<file path="config.mk">
export PLATFORM = sky130hd
export DESIGN_NAME = pad_link_tx
export DESIGN_NICKNAME = d
export VERILOG_FILES = /design/src/rtl/demoman_link_pkg.sv /design/src/rtl/bit_timer.sv /design/src/rtl/pad_link_tx.sv
export SDC_FILE = /design/constraint.sdc
export NUM_CORES = 1
export LEC_CHECK = 0
export ABC_AREA = 0
export CAP_MARGIN = 20
export CORE_MARGIN = 2
export CORE_UTILIZATION = 68
export CTS_CLUSTER_SIZE = 30
export DETAILED_ROUTE_END_ITERATION = 8
export DONT_BUFFER_PORTS = 1
export PLACE_DENSITY = 0.84
export SLEW_MARGIN = 40
export SYNTH_ARGS = -nofsm -noshare
export SYNTH_HDL_FRONTEND = slang
export SYNTH_SLANG_ARGS = --single-unit
</file>
<file path="constraint.sdc">
create_clock -name clk -period 7.1 [get_ports clk]
set_clock_uncertainty 0.1 [all_clocks]
set_input_delay 0.71 -clock clk [delete_from_list [all_inputs] [get_ports clk]]
set_output_delay 0.71 -clock clk [all_outputs]
set_load 0.1 [all_outputs]
</file>
<file path="src/rtl/demoman_link_pkg.sv">
`default_nettype none
// +----------------------------------------------------------------------+
// | demoman_link_pkg: shared definitions for the pad link tx/rx pair.    |
// | Rev 1.0                                                              |
// +----------------------------------------------------------------------+
package demoman_link_pkg;

  typedef enum logic [2:0] {
    IDLE  = 3'd0,
    START = 3'd1,
    DATA  = 3'd2,
    PAR   = 3'd3,
    STOP  = 3'd4,
    GAP   = 3'd5
  } link_state_t;

  localparam int LINK_DATA_BITS  = 3;
  localparam int LINK_FRAME_BITS = LINK_DATA_BITS + 3;

  // Data bit positions, sent LSB first after the start bit.
  localparam int LINK_BIT_LEFT   = 0;
  localparam int LINK_BIT_RIGHT  = 1;
  localparam int LINK_BIT_ATTACK = 2;

  function automatic logic link_parity(input logic [LINK_DATA_BITS-1:0] i_data);
    return ^i_data;
  endfunction

endpackage
`default_nettype wire

</file>
<file path="src/rtl/bit_timer.sv">
`default_nettype none
// +----------------------------------------------------------------------+
// | bit_timer: free-running bit-period divider, tick on terminal count.  |
// | Rev 1.0                                                              |
// +----------------------------------------------------------------------+
module bit_timer #(
  parameter int BIT_CYCLES = 434
) (
  input  logic clk,
  input  logic rst,
  input  logic run,
  output logic tick
);

  localparam logic [15:0] c_LAST_CNT = 16'(BIT_CYCLES - 1);

  logic [15:0] r_cnt;

  always_ff @(posedge clk or negedge rst) begin
    if (!rst) begin
      r_cnt <= '0;
    end else if (!run || (r_cnt == c_LAST_CNT)) begin
      r_cnt <= '0;
    end else begin
      r_cnt <= r_cnt + 16'd1;
    end
  end

  assign tick = run && (r_cnt == c_LAST_CNT);

endmodule
`default_nettype wire

</file>
<file path="src/rtl/pad_link_tx.sv">
`default_nettype none
// +----------------------------------------------------------------------+
// | pad_link_tx: serialises button state into a framed one-wire link.    |
// | Rev 1.0                                                              |
// +----------------------------------------------------------------------+
module pad_link_tx
  import demoman_link_pkg::*;
#(
  parameter int BIT_CYCLES     = 434,
  parameter int REFRESH_CYCLES = 500000,
  parameter int GAP_BITS       = 2
) (
  input  logic       clk,
  input  logic       rst,
  input  logic       enable,
  input  logic       btn_left,
  input  logic       btn_right,
  input  logic       btn_attack,
  output logic       tx_line,
  output logic       busy,
  output logic       frame_sent,
  output logic [7:0] frame_count
);

  localparam logic [23:0] c_REFRESH_LAST = 24'(REFRESH_CYCLES - 1);
  localparam logic [3:0]  c_GAP_LAST     = 4'(GAP_BITS - 1);
  localparam logic [1:0]  c_DATA_LAST    = 2'(LINK_DATA_BITS - 1);

  link_state_t               r_state;
  link_state_t               w_next;
  logic [LINK_DATA_BITS-1:0] w_cur;
  logic [LINK_DATA_BITS-1:0] r_shift;
  logic [LINK_DATA_BITS-1:0] r_last;
  logic                      r_par;
  logic [1:0]                r_idx;
  logic [3:0]                r_gap;
  logic [23:0]               r_refresh;
  logic [7:0]                r_count;
  logic                      w_tick;
  logic                      w_trigger;
  logic                      w_start;
  logic                      w_run;

  always_comb begin
    w_cur                  = '0;
    w_cur[LINK_BIT_LEFT]   = btn_left;
    w_cur[LINK_BIT_RIGHT]  = btn_right;
    w_cur[LINK_BIT_ATTACK] = btn_attack;
  end

  assign w_trigger = enable && ((w_cur != r_last) || (r_refresh == c_REFRESH_LAST));
  assign w_start   = (r_state == IDLE) && w_trigger;
  assign w_run     = (r_state != IDLE);

  bit_timer #(
    .BIT_CYCLES(BIT_CYCLES)
  ) u_bit_timer (
    .clk (clk),
    .rst (rst),
    .run (w_run),
    .tick(w_tick)
  );

  always_ff @(posedge clk or negedge rst) begin
    if (!rst) begin
      r_state <= IDLE;
    end else begin
      r_state <= w_next;
    end
  end

  always_comb begin
    w_next     = r_state;
    tx_line    = 1'b1;
    frame_sent = 1'b0;
    case (r_state)
      IDLE: begin
        if (w_trigger) w_next = START;
      end
      START: begin
        tx_line = 1'b0;
        if (w_tick) w_next = DATA;
      end
      DATA: begin
        tx_line = r_shift[0];
        if (w_tick && (r_idx == c_DATA_LAST)) w_next = PAR;
      end
      PAR: begin
        tx_line = r_par;
        if (w_tick) w_next = STOP;
      end
      STOP: begin
        frame_sent = w_tick;
        if (w_tick) w_next = GAP;
      end
      GAP: begin
        if (w_tick && (r_gap == c_GAP_LAST)) w_next = IDLE;
      end
      default: begin
        w_next = IDLE;
      end
    endcase
  end

  // Frame payload and last_sent are captured together so that a change
  // arriving mid-frame is still seen as different once back in IDLE.
  always_ff @(posedge clk or negedge rst) begin
    if (!rst) begin
      r_shift <= '0;
      r_par   <= 1'b0;
      r_last  <= '0;
      r_idx   <= '0;
      r_gap   <= '0;
    end else if (w_start) begin
      r_shift <= w_cur;
      r_par   <= link_parity(w_cur);
      r_last  <= w_cur;
      r_idx   <= '0;
      r_gap   <= '0;
    end else if (w_tick) begin
      if (r_state == DATA) begin
        r_shift <= {1'b0, r_shift[LINK_DATA_BITS-1:1]};
        r_idx   <= r_idx + 2'd1;
      end
      if (r_state == GAP) begin
        r_gap <= r_gap + 4'd1;
      end
    end
  end

  always_ff @(posedge clk or negedge rst) begin
    if (!rst) begin
      r_refresh <= '0;
    end else if (!enable || w_start) begin
      r_refresh <= '0;
    end else if (r_state == IDLE) begin
      r_refresh <= r_refresh + 24'd1;
    end
  end

  always_ff @(posedge clk or negedge rst) begin
    if (!rst) begin
      r_count <= '0;
    end else if (frame_sent) begin
      r_count <= r_count + 8'd1;
    end
  end

  assign busy        = (r_state != IDLE);
  assign frame_count = r_count;

endmodule
`default_nettype wire
</file>
==> reports/results.tsv <==
stage	metric	value	unit
global_route	grt_pass1_wl	10.66	mm
sta	rsz0062_at_grt	false	
sta	setup_tns	0	ns
floorplan	die_w	73.39	µm
worst_setup_path	critical_path.top_delay_family	simple AND/OR/NAND/NOR gates	
worst_setup_path	r2r_setup_slack	4.53	ns
worst_setup_path	reg2reg_to	r_shift[0]$_DFFE_PN0P_	
clock_network	cts_tree	yes	
layout	area_delta_synth_final	10.47	%
route	vias	2330	
route	wl	6.229	mm
route	drt-initial-drc-count	130	
route	ant_nets	0	
worst_setup_path	slowest_stage	dfrtp_1	
floorplan	dieArea	0.005386	mm²
logic_synthesis	yosysSeqAreaShare	0.4891	
floorplan	die_h	73.39	µm
pwr	ir_drop	0.1402	mV
sta	worst_pin_slew	0.6226	ns
placement	numPortBuffers	0	
route	drc	0	
layout	layout_common_cells	56 x dfrtp_1, 54 x nor2_1, 29 x xor2_1	
layout	final_cell_area	0.003617	mm²
logic_synthesis	syn_nets	339	
route	route.detailed.wl_per_inst	15.93	µm
hold_path	holdCritPathClass	input pin to asynchronous set/reset pin	
sta	hold_violations	0	
worst_setup_path	reg2reg_from	u_bit_timer.r_cnt[1]$_DFF_PN0_	
clock_network	cts-root-buf	clkbuf_8	
worst_setup_path	end_kind	primary output	
sta	layout_worst_path_cycle_share	0.4046	
worst_setup_path	path_class	register to primary output	
pwr	power_leakage	1.600	nW
worst_setup_path	crit_arrival	2.06	ns
clock_network	path_clk_slew	0.07	ns
logic_synthesis	synthCells	326	
global_route	grt_overflow	0	
logic_synthesis	avgSynthCellArea	10.04	µm²
pwr	powerDensity	203.7	mW/mm²
global_route	first_global_vias	2280	
clock_network	htreeDepth	3	
worst_setup_path	cp-start-kind	register	
sta	setup_viol	0	
layout	mostFrequentLayoutCell	dfrtp_1	
logic_synthesis	synth-seq-cells	64	
global_route	grt_max_degree	65	
clock_network	post-cts-setup-buffers	0	
worst_setup_path	cp_num_buf_inv	2	
floorplan	ioPinCount	17	
placement	hpwl	4.152	mm
logic_synthesis	synth_top_area_frac	0.4891	
clock_network	clock_latency	0.34	ns
sta	maxSlewViolCount	0	
worst_setup_path	required	6.29	ns
floorplan	core_area	0.004692	mm²
run_status	status	finished clean	
layout	num_antenna_cells	0	
global_route	grtUsageTotal	0.2631	
layout	drive_above_1_share	0.1365	
worst_setup_path	crit_chain	inv_1 -> ha_1 -> nor3b_1 -> nand4_1 -> nor3_2 -> clkbuf_16	
route	detail_route.first_pass.iterations	4	
logic_synthesis	yosysWarnings	0	
clock_network	cts_made_buffers	9	
placement	gp_congestion	0.8585	
floorplan	start_util	0.6979	
layout	fin_nets	345	
job	drv_cap	0	
logic_synthesis	synth_area_leaders	dfrtp_1 49%, xor2_1 7.8%, nor2_1 6.2%	
worst_setup_path	critPathMaxFanout	7	
clock_network	clock_sinks	64	
floorplan	rows	25	
placement	place_area	0.003363	mm²
logic_synthesis	synth_area	0.003274	mm²
global_route	antenna_found_initial	0	
route	routed_via_density	5.959	
worst_setup_path	worstRegToRegCells	7	
clock_network	cts_buffer_depth	2	
logic_synthesis	synth_cell_types	39	
sta	clock.fmax	348.1	MHz
worst_setup_path	cp_slowest_stage_delay	0.41	ns
sta	relSlewSlack	0.5835	
logic_synthesis	yosysTopAreaCell	dfrtp_1	
sta	min_period	2.873	ns
## cells in the mapped netlist, drive strengths merged
master  count
dfrtp      64
nor2       54
xor2       29
xnor2      23
nand2      20
nand3      19
nand4      17
mux2       10
nor3       10
inv         9
nor4        9
clkbuf      7
ha          7
a21oi       5
and3        5
nor4b       5
and2        4
and4        4
o31a        3
buf         2
nand2b      2
nor3b       2
o21ai       2
o31ai       2
or2         2
a22oi       1
and3b       1
mux2i       1
nor2b       1
nor4bb      1
o211ai      1
o21a        1
o22ai       1
or3         1
or4b        1
## report_power, final
| group | switching [mW] | total, mW | internal (mW) |
|---|---|---|---|
| logic | 0.0150 | 0.0240 | 0.00901 |
| registers | 0.00304 | 0.372 | 0.368 |
| clock network | 0.144 | 0.341 | 0.197 |
## cell type report
type                            instances  area (µm²)
Clock buffer                            9       123.9
Clock inverter                          7       96.34
Fill cell                             301        1075
Inverter                                9       33.78
Multi-Input combinational cell        244        1617
Sequential cell                        64        1612
Tap cell                               54       67.56
Timing Repair Buffer                    4       67.56
## worst max path at each step
stage / startpoint / to / slack, ns / cells after the start
final: u_bit_timer.r_cnt[1]$_DFF_PN0_ / frame_sent / 4.23 / 6
after global routing: u_bit_timer.r_cnt[1]$_DFF_PN0_ / frame_sent / 4.04 / 6
after CTS: u_bit_timer.r_cnt[1]$_DFF_PN0_ / frame_sent / 4.21 / 6
after detailed placement: u_bit_timer.r_cnt[1]$_DFF_PN0_ / r_shift[0]$_DFFE_PN0P_ / 4.55 / 7
after global placement: r_state[1]$_DFFE_PN0P_ / r_last[1]$_DFFE_PN0P_ / 4.52 / 5
after floorplan: u_bit_timer.r_cnt[1]$_DFF_PN0_ / frame_sent / 3.20 / 5
## metal layers
metal | global-route usage | wire, µm | share of wire
met1 | 0.3487 | 2836 | 0.46
met2 | 0.4024 | 3076 | 0.49
met3 | 0.08368 | 246 | 0.039
met4 | 0.1071 | 70 | 0.011
met5 | 0 | 0 | 0
## sequential cells by signal, summed over array words and instances, names as in the netlist
name / flops
r_par: 1
r_shift: 3
r_last: 3
u_bit_timer.r_cnt: 16
r_idx: 2
r_state: 3
r_gap: 4
frame_count: 8
r_refresh: 24
## what timing repair did
action                                  in CTS  in global routing
resized for setup                            0                  0
endpoints found under the setup margin       0                  0
hold buffers                                 1                  0
endpoints found under the hold margin       64                  0
## kinds of logic after synthesis
logic type,after synthesis,share of synthesized area
compound gates,16,0.03210
mux,11,0.03745
simple gates,158,0.2541
flops,64,0.4891
xor+xnor,52,0.1391
buf+inv,18,0.02140
fa+ha+maj,7,0.02675
## per-stage QoR
stage | setup slack (ns) | total power [mW] | cells | hold slack (ns) | util
3_5_place_dp | 4.548 | 0.3941 | 374 | 0.3160 | 0.7168
5_1_grt | 4.044 | 0.7648 | 391 | 0.1486 | 0.7709
3_3_place_gp | 4.523 | 0.3930 | 374 | 0.3157 | 0.7141
2_1_floorplan | 3.199 | 0.3899 | 326 | 0.3144 | -
6_report | 4.227 | 0.7369 | 391 | 0.1477 | 0.7709
4_1_cts | 4.214 | 0.7452 | 391 | 0.1352 | 0.7696
Note: power is estimated with default switching activity, not from simulation.
